--- config.mk ---
export PLATFORM = sky130hd
export DESIGN_NAME = reflet_run_monitor
export DESIGN_NICKNAME = d
export VERILOG_FILES = /design/src/rtl/reflet_run_monitor.sv
export SDC_FILE = /design/constraint.sdc
export NUM_CORES = 1
export LEC_CHECK = 0
export CAP_MARGIN = 30
export CORE_MARGIN = 1
export CORE_UTILIZATION = 42
export DETAILED_ROUTE_END_ITERATION = 7
export HOLD_SLACK_MARGIN = 0.03
export PLACE_DENSITY_LB_ADDON = 0.12
export SLEW_MARGIN = 20
export SYNTH_ARGS = -nofsm -noshare
export SYNTH_HDL_FRONTEND = slang
export SYNTH_SLANG_ARGS = --single-unit
--- constraint.sdc ---
create_clock -name clk -period 2.6 [get_ports clk]
set_clock_uncertainty 0.05 [all_clocks]
set_input_delay 0.52 -clock clk [delete_from_list [all_inputs] [get_ports clk]]
set_output_delay 0.52 -clock clk [all_outputs]
set_load 0.02 [all_outputs]
--- src/rtl/reflet_run_monitor.sv ---
// reflet_run_monitor: debug counter, debug-address log FIFO, watchdog and sticky PASS/FAIL verdict.
// Define REFLET_RUN_MONITOR_LOG_EN to build the debug-address log FIFO.
module reflet_run_monitor #(
    parameter int wordsize       = 16,
    parameter int expected_debug = 2,
    parameter int timeout_cycles = 1024,
    parameter int log_depth      = 4
) (
    input  logic                clk,
    input  logic                reset,
    input  logic                enable,
    input  logic                quit,
    input  logic                debug,
    input  logic [wordsize-1:0] addr,
    input  logic [wordsize-1:0] data_out,
    input  logic                write_en,
    input  logic                log_pop,
    output logic [wordsize-1:0] log_data,
    output logic                log_valid,
    output logic                log_overflow,
    output logic [wordsize-1:0] last_wdata,
    output logic [7:0]          debug_count,
    output logic [1:0]          state,
    output logic                done,
    output logic                pass,
    output logic                timeout
);
    typedef enum logic [1:0] {IDLE, RUN, PASS, FAIL} state_t;
    localparam int WDW = $clog2(timeout_cycles);
    localparam logic [WDW-1:0] WD_MAX = WDW'(timeout_cycles - 1);

    state_t              state_q;
    logic [WDW-1:0]      wd_q;
    logic [7:0]          debug_count_q;
    logic [wordsize-1:0] last_wdata_q;
    logic                debug_q, timeout_q, dbg_rise;

    assign dbg_rise = debug & ~debug_q;

    always_ff @(posedge clk or negedge reset) begin
        if (!reset) begin
            state_q       <= IDLE;
            wd_q          <= '0;
            debug_count_q <= '0;
            last_wdata_q  <= '0;
            debug_q       <= 1'b0;
            timeout_q     <= 1'b0;
        end else begin
            debug_q <= debug;
            case (state_q)
                IDLE: begin
                    wd_q <= '0;
                    if (enable) state_q <= RUN;
                end
                RUN: begin
                    if (dbg_rise && debug_count_q != 8'hff) debug_count_q <= debug_count_q + 8'd1;
                    if (write_en) last_wdata_q <= data_out;
                    // a debug rise coinciding with quit is included in the verdict
                    if (quit)
                        state_q <= (9'(debug_count_q) + 9'(dbg_rise) == 9'(expected_debug)) ? PASS : FAIL;
                    else if (enable) begin
                        if (wd_q == WD_MAX) begin
                            state_q   <= FAIL;
                            timeout_q <= 1'b1;
                        end else
                            wd_q <= wd_q + WDW'(1);
                    end
                end
                default: ;
            endcase
        end
    end

    assign state       = state_q;
    assign done        = state_q == PASS || state_q == FAIL;
    assign pass        = state_q == PASS;
    assign timeout     = timeout_q;
    assign debug_count = debug_count_q;
    assign last_wdata  = last_wdata_q;

`ifdef REFLET_RUN_MONITOR_LOG_EN
    localparam int AW = $clog2(log_depth);
    logic [wordsize-1:0] mem_q [log_depth];
    logic [wordsize-1:0] log_data_q, head_d;
    logic [AW-1:0]       wptr_q, rptr_q, rptr_d;
    logic [AW:0]         cnt_q, cnt_d;
    logic                ovf_q, push, pop, full, push_ok;

    assign push    = dbg_rise && state_q == RUN;
    assign pop     = log_pop && cnt_q != '0;
    assign full    = cnt_q == (AW+1)'(log_depth);
    assign push_ok = push && (!full || pop);
    assign rptr_d  = rptr_q + AW'(pop);
    assign cnt_d   = cnt_q + (AW+1)'(push_ok) - (AW+1)'(pop);
    // the next head bypasses memory when it is the entry being written this cycle
    assign head_d  = cnt_d == '0 ? '0 : (push_ok && wptr_q == rptr_d) ? addr : mem_q[rptr_d];

    always_ff @(posedge clk) begin
        if (push_ok) mem_q[wptr_q] <= addr;
    end

    always_ff @(posedge clk or negedge reset) begin
        if (!reset) begin
            wptr_q     <= '0;
            rptr_q     <= '0;
            cnt_q      <= '0;
            log_data_q <= '0;
            ovf_q      <= 1'b0;
        end else begin
            wptr_q     <= wptr_q + AW'(push_ok);
            rptr_q     <= rptr_d;
            cnt_q      <= cnt_d;
            log_data_q <= head_d;
            if (push && full && !pop) ovf_q <= 1'b1;
        end
    end

    assign log_data     = log_data_q;
    assign log_valid    = cnt_q != '0;
    assign log_overflow = ovf_q;
`else
    logic unused_log;
    assign unused_log   = ^{log_pop, addr};
    assign log_data     = '0;
    assign log_valid    = 1'b0;
    assign log_overflow = 1'b0;
`endif
endmodule

* Word level (Yosys, flattened, before mapping)
Cells that the tools add are included.
** Cells by class
- Add/subtract/negate cells :: 3
- Bitwise operators :: 3
- Reduce and logical (&&, ||, !) cells :: 9
- Equality and inequality tests :: 12
- Mux-type cells :: 10
** Operators by type and width (number)
- 2-to-1 mux 10 bit :: 3
- case mux 10 bit (2 select lines) :: 1
- AND reduction 4 bit :: 3
- adder 10 x 1 -> 10 bit (second input constant) :: 1
- equality test 10 bit (second input constant) :: 1
- adder 8 x 1 -> 9 bit :: 1
- equality test 9 x 2 -> 1 bit (second input constant) :: 1
- adder 8 x 1 -> 8 bit (second input constant) :: 1
- 2-to-1 mux 2 bit :: 4
- inequality test 2 bit (second input constant) :: 4
- inequality test 8 bit (second input constant) :: 1
- inequality test 3 bit (second input constant) :: 2
- equality test 2 bit (second input constant) :: 2
- case mux 2 bit (2 select lines) :: 1
- AND reduction 2 bit :: 2
- equality test 2 x 1 -> 1 bit (second input constant) :: 1
- zero test 2 bit :: 1
- NOT 1 bit :: 2
- nonzero test 2 bit :: 1
- AND 1 bit :: 1
- logical AND 1 bit :: 1
- logical OR 1 bit :: 1
- 2-to-1 mux 1 bit :: 1
** Storage, ports and cells
- Bits in registers :: 38
- Output and inout port bits :: 47

* Longest topological paths before layout
Gate-level depths: netlist of run 1.
- Depth in word-level cells :: 7
- Depth in mapped cells :: 7
- Mapped depth without buffers :: 7

* Least setup slack after synthesis of run 1
Ideal clock, no wire load.
- Kind :: input-to-reg
- Start point :: input port debug
- End point :: register state_q[0] (netlist: state[0])
- Setup time :: 133 ps
- Data required time :: 2417 ps
- Stages on the path :: 6
- Arrival time :: 1766 ps
- Setup slack :: 650 ps
- Path through :: nor2b_1 ha_1 ha_1 or4_1 a211oi_1 a31oi_1
** Between the ends
- Word-level cells in the longest chain between the ends :: 6
** Ends and longest elaborated chain
- start: declaration :: line 13 : input logic debug,
- AND 1 bit :: line 38 : assign dbg_rise = debug & ~debug_q;
- adder 8 x 1 -> 9 bit :: line 60 : state_q <= (9'(debug_count_q) + 9'(dbg_rise) == 9'(expected_debug)) ? PASS : FAIL;
- equality test 9 x 2 -> 1 bit :: line 60
- 2-to-1 mux 1 bit :: line 60
- 2-to-1 mux 2 bit :: line 59 : if (quit)
- case mux 2 bit (2 select lines) :: line 50 : case (state_q)
- end signal: assignment :: line 60
- end: declaration :: line 32 : state_t state_q;
No other way between the ends.
A chain may end at the register's enable or synchronous reset.

* Worst setup path after layout of run 1
Same ends and word-level chain as after synthesis.

==> results of run 1 <==
[power groups by stage]
| stage | Clock [uW] | Combinational, uW | Sequential (uW) |
|---|---|---|---|
| floorplan | 0 | 45.9 | 603 |
| global placement | 0 | 69.2 | 603 |
| detailed placement | 0 | 69.3 | 603 |
| CTS | 523 | 69.4 | 591 |
| global route | 541 | 80.3 | 591 |
| finish | 499 | 73.5 | 591 |
[worst max-delay path, cell delays in order]
cell and delay, ns:
clkdlybuf4s50_1 0.41, nor2b_1 0.15, ha_1 0.23, ha_1 0.23, or4_1 0.41, a211oi_1 0.25
a31oi_1 0.10
[kinds of logic after synthesis]
kind of cell | share of synthesized area, %
AOI/OAI and AO/OA | 11.8
xor gates and xnor gates | 3.05
adders and majority gates | 2.49
buffers and inverters | 9.65
DFF | 47.3
muxes | 10.0
other | 0.187
and+or+nand+nor | 15.5
[cell usage after synthesis (2+ instances only)]
| library cell | number |
|---|---|
| nor3_1 | 2 |
| a21oi_1 | 9 |
| dfrtp_1 | 38 |
| mux2_2 | 17 |
| nand3_1 | 5 |
| nand2_1 | 11 |
| buf_4 | 18 |
| a31oi_1 | 2 |
| inv_1 | 4 |
| o31ai_1 | 4 |
| nor2b_1 | 2 |
| and2_1 | 4 |
| or4_1 | 6 |
| nand2b_1 | 2 |
| and3_1 | 3 |
| clkbuf_1 | 5 |
| nor2_1 | 3 |
| nand4_1 | 8 |
| xnor2_1 | 6 |
| o21ai_0 | 8 |
| ha_1 | 4 |
| a211oi_1 | 4 |
[area by class of cell]
| type | count | share of cell area [%] |
|---|---|---|
| Clock buffer | 5 | 2.64 |
| Clock inverter | 3 | 1.73 |
| Inverter | 4 | 0.577 |
| Multi-Input combinational cell | 136 | 35.7 |
| Sequential cell | 38 | 36.5 |
| Tap cell | 52 | 2.50 |
| Timing Repair Buffer | 52 | 20.4 |
[path summary, 6_finish.rpt]
check,startpoint,slack (ns),endpoint,cells past startpoint
hold / removal,reset,0.11,last_wdata[14],1
max in group asynchronous,reset,1.93,debug_count[5],2
setup / recovery,debug,0.41,state[0],7
hold reg to reg,timeout,0.43,timeout,1
setup reg to reg,wd_q[0],0.61,wd_q[7],5
min in group clk,timeout,0.43,timeout,1
[metrics by stage]
| step | utilization, % | hold slack (ns) | area (um2) | cells | setup WS (ns) |
|---|---|---|---|---|---|
| finish | 58.2 | 0.115 | 2600 | 290 | 0.407 |
| global route | 58.2 | 0.137 | 2600 | 290 | 0.315 |
| CTS | 57.6 | 0.314 | 2580 | 289 | 0.399 |
| detailed placement | 55.0 | 0.416 | 2460 | 281 | 0.121 |
| global placement | 55.0 | 0.410 | 2460 | 281 | 0.139 |
| floorplan | - | 0.174 | 2070 | 204 | 0.650 |
[state kept, by name (all words and copies together) (netlist names)]
register,count
wd_q,10
debug_count,8
state,2
debug_q,1
last_wdata,16
timeout,1
[metal layers]
layer,track usage (%),wire [um],vias to the layer above
li1,-,-,746
met1,22.1,1880,746
met2,28.6,1960,38
met3,3.99,164,5
met4,5.33,38,0
met5,0,0,-
==> key figures, run 1 <==
STA
  – Worst-margin pin slew: 0.596 ns
  – Worst relative slew slack: 60.1%
  – Fmax: 0.456 GHz
  – Setup-failing EPs final: 0
  – Final count of pins violating max slew: 0
  – RSZ-0062 raised after global routing: no
  – Fin crit share: 84.3%
  – Fin Setup TNS: 0 ns
  – Period minus WS final: 2.19 ns
  – Hold Vio Cnt, Final: 0

Yosys
  – Most area-consuming cells after synthesis: dfrtp_1, mux2_2, buf_4
  – Post-synth design cell area: 2010 um2
  – #FFs+latches synth: 38
  – Leading area contributor after synthesis: dfrtp_1
  – Primary FF master, synth: dfrtp_1
  – Register area share after synthesis: 47.3%
  – Ys async rst share: 100%
  – Post-synth top area share: 47.3%
  – Ys Warns: 0
  – Synth cell types: 44
  – Post-synth EDFFs: 0
  – Post-Syn Instances: 187
  – Mapped Avg Cell Area: 10.7 um2

Worst setup path
  – Setup CP Type: primary input to flop
  – Worst Path Max Fanout: 4
  – CP Capture Type: flop
  – Worst setup SP type: primary input
  – Critical Path RT: 2.71 ns
  – CP arrival: 2.31 ns

Drt
  – Initial drt markers: 69
  – Final ANT Viol Nets: 0
  – DR pass1 iterations: 6
  – Routed Wire Length: 4.04 mm
  – WL/cell: 13.9 um
  – DR vias/cell: 5.29
  – Vias after detailed routing: 1535
  – Post-route DRC: 8

Cells and area
  – Layout cells sized above 1: 14.3%
  – Area Overhead vs Synth: 29.6%
  – Area occupied by multi-input gates: 928 um2
  – Post-layout nets: 280
  – Commonest non-fill, non-tap cells in the layout: clkdlybuf4s50_1, dfrtp_1, conb_1, mux2_2, nand2_1
  – Ant diodes: 0
  – Most common cell after layout, fill and taps aside: clkdlybuf4s50_1
  – Fillers: 381
  – Register Area: 951 um2

Power
  – PwrDens: 447 nW/um2
  – Maximum vdd drop: 0.246 mV
  – Sw frac: 21.9%
  – Internal power: 909 uW
  – Combinational power share: 6.3%
  – Static leakage: 0.00114 uW
  – Post-layout power: 1160 uW
  – Clock power frac: 42.9%
  – Psw: 255 uW
  – Reg power frac: 50.8%

Global route
  – Largest net degree at the start of global routing: 39
  – First-pass GRT wire length: 6.64 mm
  – Initial antenna violation count: 0
  – GRT Total Usage: 17.1%
  – Vias in the first global route: 1407
  – GRT overflow: 0

Clock network
  – CTS Hold Bufs: 0
  – Clock transition at the registers of the reported paths: 0.08 ns
  – Clock latency on the worst-skew pair: 0.28 ns
  – Sink Count: 38
  – TritonCTS clock tree: done
  – Post-CTS setup buffers: 0
  – TritonCTS Buffers: 5
  – # H-tree levels: 2
  – CTS resizes: 0
  – Max clock buf depth: 2
  – CTS root buf: clkbuf_8

Min path
  – Hold crit path type: primary input to async pin

Status
  – Outcome: finished with violations
  – Failing checks: DRC

Die
  – I/O pin cnt: 86
  – Initial core utilization: 44.9%
  – Die ar.: 5070 um2
  – Row count: 24
  – Die Height: 71.2 um
  – Core area: 4470 um2
  – Die Wd: 71.2 um

Flow run
  – Max-cap violations: 0

Placed design
  – Final GP Congestion: 0.784
  – Buffers on Ports: 50
  – Hpwl dp: 2.83 mm
Power figures use the tool's default switching activity.
==> inputs of run 2 (changes only) <==
CORE_UTILIZATION = 38   (was 42)
clock period = 2 ns   (was 2.6 ns; I/O delays follow)
==> key figures, run 2 (synthesized netlist as in run 1, its figures left out) <==
Power
  – PwrDens: 557 nW/um2 (was 447 nW/um2)
  – Static leakage: 0.00122 uW (was 0.00114 uW)
  – Maximum vdd drop: 0.302 mV (was 0.246 mV)

Drt
  – DR pass1 iterations: 4 (was 6)
  – WL/cell: 12.9 um (was 13.9 um)
  – DR vias/cell: 4.94 (was 5.29)
  – Vias after detailed routing: 1595 (was 1535)
  – Final ANT Viol Nets: 0 (unchanged)
  – Routed Wire Length: 4.16 mm (was 4.04 mm)
  – Post-route DRC: 0 (was 8)
  – Initial drt markers: 65 (was 69)

Placed design
  – Pre-CTS setup slack: -0.315 ns (was 0.121 ns)
  – Hpwl dp: 3.04 mm (was 2.83 mm)
  – Final GP Congestion: 0.797 (was 0.784)
  – DP Cell Count: 316 (was 281)
  – Buffers on Ports: 50 (unchanged)

Global route
  – Met1 Track Usage GR: 19.4% (was 22.1%)
  – Most Crowded Layer GR: met2 (unchanged)
  – GRT overflow: 0 (unchanged)
  – First-pass GRT wire length: 6.47 mm (was 6.64 mm)
  – Initial antenna violation count: 0 (unchanged)
  – GRT Total Usage: 15.4% (was 17.1%)
  – Largest net degree at the start of global routing: 39 (unchanged)
  – Vias in the first global route: 1398 (was 1407)
  – Met3 GRT Util: 4.15% (was 3.99%)
  – Global-route met2 utilization: 25.2% (was 28.6%)

Worst setup path
  – CP max stage delay: 0.66 ns (was 0.41 ns)
  – CP Capture Type: output pin (was flop)
  – Setup CP Type: flop to output pin (was primary input to flop)
  – Critical path's slowest cell: clkdlybuf4s50_1 (unchanged)
  – Worst Path Max Fanout: 10 (was 4)
  – CP arrival: 1.48 ns (was 2.31 ns)
  – Critical path buffer and inverter count: 1 (unchanged)
  – Stages on the worst setup path: 1 (was 7)
  – Crit-path cells: clkdlybuf4s50_1 (was clkdlybuf4s50_1, nor2b_1, ha_1, ha_1, or4_1, a211oi_1, a31oi_1)
  – Worst setup SP type: flop (was primary input)
  – Critical Path RT: 1.55 ns (was 2.71 ns)
  – Crit path max-delay family: buffers and inverters (was simple AND/OR/NAND/NOR gates)
  – Worst r2r path cells: 5 (unchanged)

Cells and area
  – Post-layout nets: 296 (was 280)
  – Layout cells sized above 1: 22.1% (was 14.3%)
  – Register Area: 955 um2 (was 951 um2)
  – Max FFs per register: 16 (unchanged)
  – Most common cell after layout, fill and taps aside: clkdlybuf4s50_1 (unchanged)
  – Area occupied by multi-input gates: 941 um2 (was 928 um2)
  – Ant diodes: 0 (unchanged)
  – Commonest non-fill, non-tap cells in the layout: clkdlybuf4s50_1, dfrtp_1, conb_1, buf_4, mux2_2 (was clkdlybuf4s50_1, dfrtp_1, conb_1, mux2_2, nand2_1)
  – Fillers: 484 (was 381)
  – Area Overhead vs Synth: 36.6% (was 29.6%)
  – Finished Layout Cells: 323 (was 290)
  – Core Util, Final: 53.7% (was 58.2%)

Clock network
  – CTS root buf: clkbuf_8 (unchanged)
  – Post-CTS setup buffers: 0 (unchanged)
  – Clock latency on the worst-skew pair: 0.29 ns (was 0.28 ns)
  – CTS Hold Bufs: 0 (unchanged)
  – Sink Count: 38 (unchanged)
  – TritonCTS clock tree: done (unchanged)
  – TritonCTS Buffers: 5 (unchanged)
  – # H-tree levels: 2 (unchanged)
  – Clock transition at the registers of the reported paths: 0.08 ns (about the same)
  – Max clock buf depth: 2 (unchanged)

STA
  – Fin crit share: 96.4%
  – Final count of pins violating max slew: 0 (unchanged)
  – Setup-failing EPs final: 0 (unchanged)
  – Hold WS: 0.0893 ns (was 0.115 ns)
  – Fmax: 0.519 GHz
  – Period minus WS final: 1.93 ns
  – Setup ws final: 0.0724 ns (was 0.407 ns)
  – Hold Vio Cnt, Final: 0 (unchanged)

Die
  – Initial core utilization: 39.3% (was 44.9%)
  – Die Height: 74.7 um (was 71.2 um)
  – I/O pin cnt: 86 (unchanged)
  – Core area: 5110 um2 (was 4470 um2)
  – Row count: 26 (was 24)
  – Die Wd: 74.7 um (was 71.2 um)
  – Die ar.: 5580 um2 (was 5070 um2)

Min path
  – Hold crit path type: primary input to async pin (unchanged)

Flow run
  – Max-cap violations: 0 (unchanged)

Status
  – Outcome: finished, final reports clean (was finished with violations)
run 2: changes by cell type in the layout (fill, tap and decap cells not counted), sizes merged:
| cell | change |
|---|---|
| clkinvlp | -2 |
| clkdlybuf4s50 | -1 |
| dlymetal6s2s | +1 |
| buf | +16 |
| clkbuf | +1 |
run 2: routing by layer:
layer	vias to the layer above	part of all wire, %
li1	776	-
met1	767	45
met2	47	49
met3	5	5.2
met4	0	1.3
met5	-	0
run 2: path summary, 6_finish.rpt:
path,start,end,slack (ns)
max in group asynchronous,reset,debug_count[2],1.45
max,debug_count[3],debug_count[3],0.07
max reg2reg,wd_q[0],wd_q[3],0.15
min reg2reg,timeout,timeout,0.43
min,reset,wd_q[8],0.09
min in group clk,timeout,timeout,0.43
run 2: where the power goes:
group	internal, uW	total (uW)	switching [uW]
combinational	40.5	93.7	53.2
clock	399	665	266
sequential	769	769	0.425
run 2: area by class of cell:
type                    count  area share (%)
clock buffers               6            3.01
clock inverters             1            1.09
inverters                   4           0.547
multi-input cells         136            34.3
flip-flops and latches     38            34.8
well taps                  70            3.19
repair buffers             68            23.1
run 2: what timing repair did:
item	in CTS	in global routing
gates resized for setup	2	6
setup endpoints to repair	2	4
cloned	0	0
pin swaps	0	2
run 2: stage by stage:
step	total power [uW]	TNS [ns]	area [um2]
finish	1530	0	2740
global route	1580	-0.000403	2740
CTS	1540	0	2730
detailed placement	879	-0.414	2610
global placement	879	-0.344	2610
floorplan	844	0	2070
==> RTL change 1, RTL diff (settings of run 1) <==
The parameter `timeout_cycles` goes from 1024 to 512.
--- a/src/rtl/reflet_run_monitor.sv
+++ b/src/rtl/reflet_run_monitor.sv
@@ -3,7 +3,7 @@
 module reflet_run_monitor #(
     parameter int wordsize       = 16,
     parameter int expected_debug = 2,
-    parameter int timeout_cycles = 1024,
+    parameter int timeout_cycles = 512,
     parameter int log_depth      = 4
 ) (
     input  logic                clk,
Function: no difference found for any inputs over 10 cycles, from zero or initial values and one cycle with reset low; that may be too few to reach the edited logic, so the function may still have changed.
==> RTL change 1 against run 1 <==
Synthesized cell count is 9.1% lower. Setup slack lost 300 ps. Die area fell by 7.6%. Synthesized area decreased by 7.8%. Routed wire length fell by 9.3%. Maximum frequency shrank 12%. Non-clock buffer count rose by 2. Combinational power decreased by 2%. Cell area down 6.7%. Power down 12%. Sequential cell count fell by 1. Count of clock-buffer cells in the layout unchanged. Clock power decreased by 24%. Highest routed layer unchanged.
==> RTL change 1: results (changes against run 1) <==
| Metric | Value |
|---|---|
| Leak | 1.150 nW (+0.83%) |
| GPL Wtd Cong | 0.7826 (-0.17%) |
| Fillers | 348 (-8.7%) |
| Async S/R FF share, synth | 100.0% (unchanged) |
| Largest cells by area after synthesis | dfrtp_1 50%, mux2_2 10%, buf_4 7.3% |
| Syn_area_per_cell | 10.89 um^2 (+1.4%) |
| R2R Path End | wd_q[5] |
| Drt total wl | 3663 um (-9.3%) |
| Most frequent cells after synthesis | 37 x dfrtp_1, 18 x buf_4, 17 x mux2_2, 10 x nand2_1, 8 x nand4_1 |
| Total vias in the final route | 1407 (-8.3%) |
| Worst-Skew Late Latency | 290 ps |
| Status | finished, final reports clean |
| Worst-case reg-to-reg path depth | 8 (+3) |
| Layout cells sized above 1 | 13.90% (-0.38 points) |
| Gr usage total | 16.84% (-0.28 points) |
| Inserted Diodes | 0 (unchanged) |
| Hold Crit Start | timeout |
| Slew @ Worst Pin | 645.9 ps (+49.93 ps) |
| CTS root buffer | clkbuf_8 |
| Clock buffer depth | 2 (unchanged) |
| Vias in the first global route | 1328 (-5.6%) |
| Hold Path Sink | timeout |
| Hold crit path type | reg2reg |
| Initial DRC Count | 64 (-7.2%) |
| Largest net degree at the start of global routing | 38 (-2.6%) |
| Hpwl dp | 2756 um (-2.7%) |
| Synth cell types | 32 (-27%) |
| Sequential share of the synthesized area | 50.00% (+2.7 points) |
| CTS resizes | 0 (unchanged) |
| DRC | 0 (-8) |
| R2r setup slk | 110 ps (-500 ps) |
| Antenna violations before repair | 0 (unchanged) |
| Clk pin slew, worst setup/hold paths | 70 ps |
| Hold depth | 1 |
| H-tree Lvls | 2 (unchanged) |
| Worst IR Drop VDD | 0.2397 mV (-2.6%) |
| Setup Fix Bufs, Post-CTS | 0 (unchanged) |
| Crit path DAT | 2650 ps (+340 ps) |
| Synth warn | 0 (unchanged) |
| Critical path fanouts, max | 11 (+7) |
| Drt pass-1 iters | 4 (-2) |
| DR WL/cell | 13.42 um (-3.7%) |
| R2r startpoint | wd_q[0] |
| Max reg flops | 16 (unchanged) |
| First-pass GRT wire length | 5851 um (-12%) |
| CTS buffer count | 5 (unchanged) |
| Post-Place Cells | 265 (-5.7%) |
| IO buf count | 50 (unchanged) |
[RTL change 1: cell types whose count changed in the layout (fill, tap and decap cells not counted), moves of 3 or more]
cell	before	now
buf_4	1	4
or4_1	6	3
a211oi_1	4	1
and2_1	4	0
[RTL change 1: logic make-up after synthesis]
group | count (synthesis) | share of synthesized area (%)
AOI/OAI and AO/OA | 27 | 9.460
xor gates and xnor gates | 9 | 4.257
adders and majority gates | 5 | 3.378
buffers and inverters | 31 | 10.07
DFF | 37 | 50.00
muxes | 17 | 10.34
other | 1 | 0.2025
and+or+nand+nor | 43 | 12.30
[RTL change 1: where the power goes]
group          internal [mW]  leakage (nW)  switching (mW)
registers              0.576         0.463        0.000275
clock network          0.185        0.0439           0.196
logic                 0.0315         0.643          0.0407
total                  0.792          1.15           0.237
[RTL change 1: worst max-delay path: stages, from the launching register on]
cell     delay (ps)
dfrtp_1         410
ha_1            240
nand3_1          80
nor2_1           50
ha_1            210
or3b_1          410
a21o_2          300
or4_1           490
a21oi_1         160
[RTL change 1: area by class of cell]
type                       instances  area, um^2  area share [%]
clock buffer                       5       68.82           2.834
sequential                        37       925.9           38.12
timing repair buffer              54       530.5           21.84
tap                               50       62.56           2.576
inverter                           5       18.77          0.7728
clock inverter                     3       17.52          0.7213
multi-input combinational        119       804.5           33.13
[RTL change 1: stage by stage]
step                power (mW)  hold slack, ps  utilization [%]  setup WS (ps)  instance area, um^2
detailed placement      0.6598           419.5            56.89          117.7                 2341
global route             1.078           469.9            59.01          17.77                 2429
global placement        0.6592           406.3            56.89          187.9                 2341
floorplan               0.6329           174.4                -          387.7                 1916
finish                   1.029           428.4            59.01          109.0                 2429
CTS                      1.045           441.7            58.98          108.5                 2427
[RTL change 1: worst max path at each step]
stage,to,depth (start not counted),start
floorplan,wd_q[5],8,wd_q[0]
global placement,state[0],8,debug
detailed placement,state[0],8,debug
CTS,wd_q[5],8,wd_q[0]
global route,wd_q[5],8,wd_q[0]
finish,wd_q[5],8,wd_q[0]
[RTL change 1: metal layers]
| metal | up-vias | share of wire, % | global-route usage (%) | wire (um) |
|---|---|---|---|---|
| met1 | 666 | 43 | 20.72 | 1570 |
| met4 | 0 | 1.4 | 7.031 | 52 |
| li1 | 669 | - | - | - |
| met3 | 5 | 7.9 | 3.833 | 290 |
| met5 | - | 0 | 0 | 0 |
| met2 | 67 | 48 | 28.19 | 1749 |
==> RTL change 2, RTL diff (settings of run 1) <==
Made on the original files. Register the inputs `enable`, `quit`, `debug`, `data_out` and `write_en` before use. The logic sees them one clock later. The other inputs are not delayed to match.
--- a/src/rtl/reflet_run_monitor.sv
+++ b/src/rtl/reflet_run_monitor.sv
@@ -29,13 +29,27 @@
     localparam int WDW = $clog2(timeout_cycles);
     localparam logic [WDW-1:0] WD_MAX = WDW'(timeout_cycles - 1);
 
+    logic enable_q;
+    logic quit_q;
+    logic debug_r;
+    logic [wordsize-1:0] data_out_q;
+    logic write_en_q;
+
+    always_ff @(posedge clk) begin
+        enable_q   <= enable;
+        quit_q     <= quit;
+        debug_r    <= debug;
+        data_out_q <= data_out;
+        write_en_q <= write_en;
+    end
+
     state_t              state_q;
     logic [WDW-1:0]      wd_q;
     logic [7:0]          debug_count_q;
     logic [wordsize-1:0] last_wdata_q;
     logic                debug_q, timeout_q, dbg_rise;
 
-    assign dbg_rise = debug & ~debug_q;
+    assign dbg_rise = debug_r & ~debug_q;
 
     always_ff @(posedge clk or negedge reset) begin
         if (!reset) begin
@@ -46,19 +60,19 @@
             debug_q       <= 1'b0;
             timeout_q     <= 1'b0;
         end else begin
-            debug_q <= debug;
+            debug_q <= debug_r;
             case (state_q)
                 IDLE: begin
                     wd_q <= '0;
-                    if (enable) state_q <= RUN;
+                    if (enable_q) state_q <= RUN;
                 end
                 RUN: begin
                     if (dbg_rise && debug_count_q != 8'hff) debug_count_q <= debug_count_q + 8'd1;
-                    if (write_en) last_wdata_q <= data_out;
+                    if (write_en_q) last_wdata_q <= data_out_q;
                     // a debug rise coinciding with quit is included in the verdict
-                    if (quit)
+                    if (quit_q)
                         state_q <= (9'(debug_count_q) + 9'(dbg_rise) == 9'(expected_debug)) ? PASS : FAIL;
-                    else if (enable) begin
+                    else if (enable_q) begin
                         if (wd_q == WD_MAX) begin
                             state_q   <= FAIL;
                             timeout_q <= 1'b1;
Check against the original RTL: not equivalent (Yosys sat finds a counterexample within 4 cycles, from zero or initial values and one cycle with reset low).
==> RTL change 2 against run 1 <==
Via count rose by 2.5%. Non-clock buffer count stayed put. Global-route usage decreased by 0.99 points. Cell area rose by 19%. Worst hold slack gained 5.9 ps. Routed wire length increased by 3.1%. Synthesized cell count grew 3.2%. Synthesized area increased by 17%. Setup slack worse by 130 ps. Sequential cell count up 20.
Power is not compared: it rests on default switching activity, and its combinational part moved more than twofold at a synthesized area within 25%.
==> RTL change 2: results (changes against run 1) <==
| Metric | Value |
|---|---|
| Crit path DAT | 1750 ps (-560 ps) |
| Critical path fanouts, max | 16 (+12) |
| Synth Area in Compound Gates | 7.696% (-4.1 points) |
| Worst-case reg-to-reg path depth | 5 (unchanged) |
| Hold WS | 120.8 ps (+5.915 ps) |
| Inserted Diodes | 0 (unchanged) |
| CTS buffer count | 9 (+4) |
| Post-synth top area share | 40.34% (-7.0 points) |
| First-pass GRT wire length | 7245 um (+9.0%) |
| Largest net degree at the start of global routing | 39 (unchanged) |
| H-tree Lvls | 3 (+1) |
| R2r startpoint | wd_q[0] |
| Async S/R FF share, synth | 65.52% (-34 points) |
| R2r setup slk | 730 ps (+120 ps) |
| Xor/xnor share of the synthesized area | 2.601% (-0.45 points) |
| Most frequent cells after synthesis | 38 x dfrtp_1, 20 x dfxtp_1, 18 x buf_4, 17 x mux2_2, 13 x nand2_1 |
| R2R Path End | wd_q[8] |
| Sequential share of the synthesized area | 57.32% (+10 points) |
| DR vias/cell | 4.828 (-8.8%) |
| Initial DRC Count | 71 (+2.9%) |
| Synth cell types | 42 (-4.5%) |
| DR WL/cell | 12.78 um (-8.2%) |
| Vias in the first global route | 1566 (+11%) |
| Slew margin rel. | 63.66% (+3.5 points) |
| Post-synthesis mux area share | 9.820% (-0.21 points) |
| Worst slack at placement | 621.3 ps (+500.5 ps) |
| Status | finished, final reports clean |
| Adder-cell share of the synthesized area | 2.123% (-0.37 points) |
| Largest cells by area after synthesis | dfrtp_1 40%, dfxtp_1 17%, mux2_2 8.1% |
| Hpwl dp | 2823 um (-0.34%) |
| Clock buffer depth | 2 (unchanged) |
| Drt pass-1 iters | 4 (-2) |
| Layout cells sized above 1 | 16.41% (+2.1 points) |
| GPL Wtd Cong | 0.7160 (-8.7%) |
| Worst IR Drop VDD | 0.4207 mV |
| Worst-Skew Late Latency | 330 ps (+50 ps) |
| Layout Nets | 294 (+5.0%) |
| Gr usage total | 16.14% (-0.99 points) |
RTL change 2: per-stage QoR:
| step | utilization, % | cells | cell area [um^2] |
|---|---|---|---|
| after floorplan | - | 210 | 2421 |
| after global placement | 54.25 | 309 | 2859 |
| after detailed placement | 54.25 | 309 | 2859 |
| after CTS | 58.14 | 325 | 3064 |
| after global routing | 58.67 | 326 | 3092 |
| final | 58.67 | 326 | 3092 |
RTL change 2: critical path: stages (launching register included):
cell,delay (ps)
dfrtp_1,630
nor2b_1,190
clkdlybuf4s50_1,600
RTL change 2: power by group through the flow:
| stage | combinational [mW] | sequential, mW | clock [mW] |
|---|---|---|---|
| 3_5_place_dp | 0.352 | 1.04 | 0 |
| 2_1_floorplan | 0.125 | 1.10 | 0 |
| 3_3_place_gp | 0.348 | 1.04 | 0 |
| 6_report | 0.354 | 1.03 | 0.842 |
| 4_1_cts | 0.354 | 1.03 | 0.866 |
| 5_1_grt | 0.382 | 1.04 | 0.911 |
RTL change 2: cell families after synthesis:
kind of cell,after synthesis
simple gates,53
mux,21
flops,58
other cells,1
fa+ha+maj,4
compound gates,24
buf+inv,25
xor+xnor,7
RTL change 2: worst max-delay path by stage:
stage	start	end	slack [ps]	depth (start not counted)
after CTS	state[1]	pass	260	2
final	state[1]	pass	280	2
after global routing	state[1]	pass	190	2
after floorplan	state[0]	last_wdata[10]	830	5
after global placement	state[1]	pass	640	2
after detailed placement	state[1]	pass	620	2
RTL change 2: metal layers:
layer,GRT usage [%],part of all wire (%),vias up
met5,0,0,-
met4,9.231,2.3,0
met1,19.34,45,750
met2,24.20,45,56
met3,6.786,7.4,9
li1,-,-,759
RTL change 2: layout make-up:
cell class	count	area [um^2]
fill	471	2178
sequential	58	1351
multi-input combinational	127	905.9
timing repair buffer	52	530.5
clock buffer	12	155.1
tap	70	87.58
clock inverter	4	50.05
inverter	3	11.26
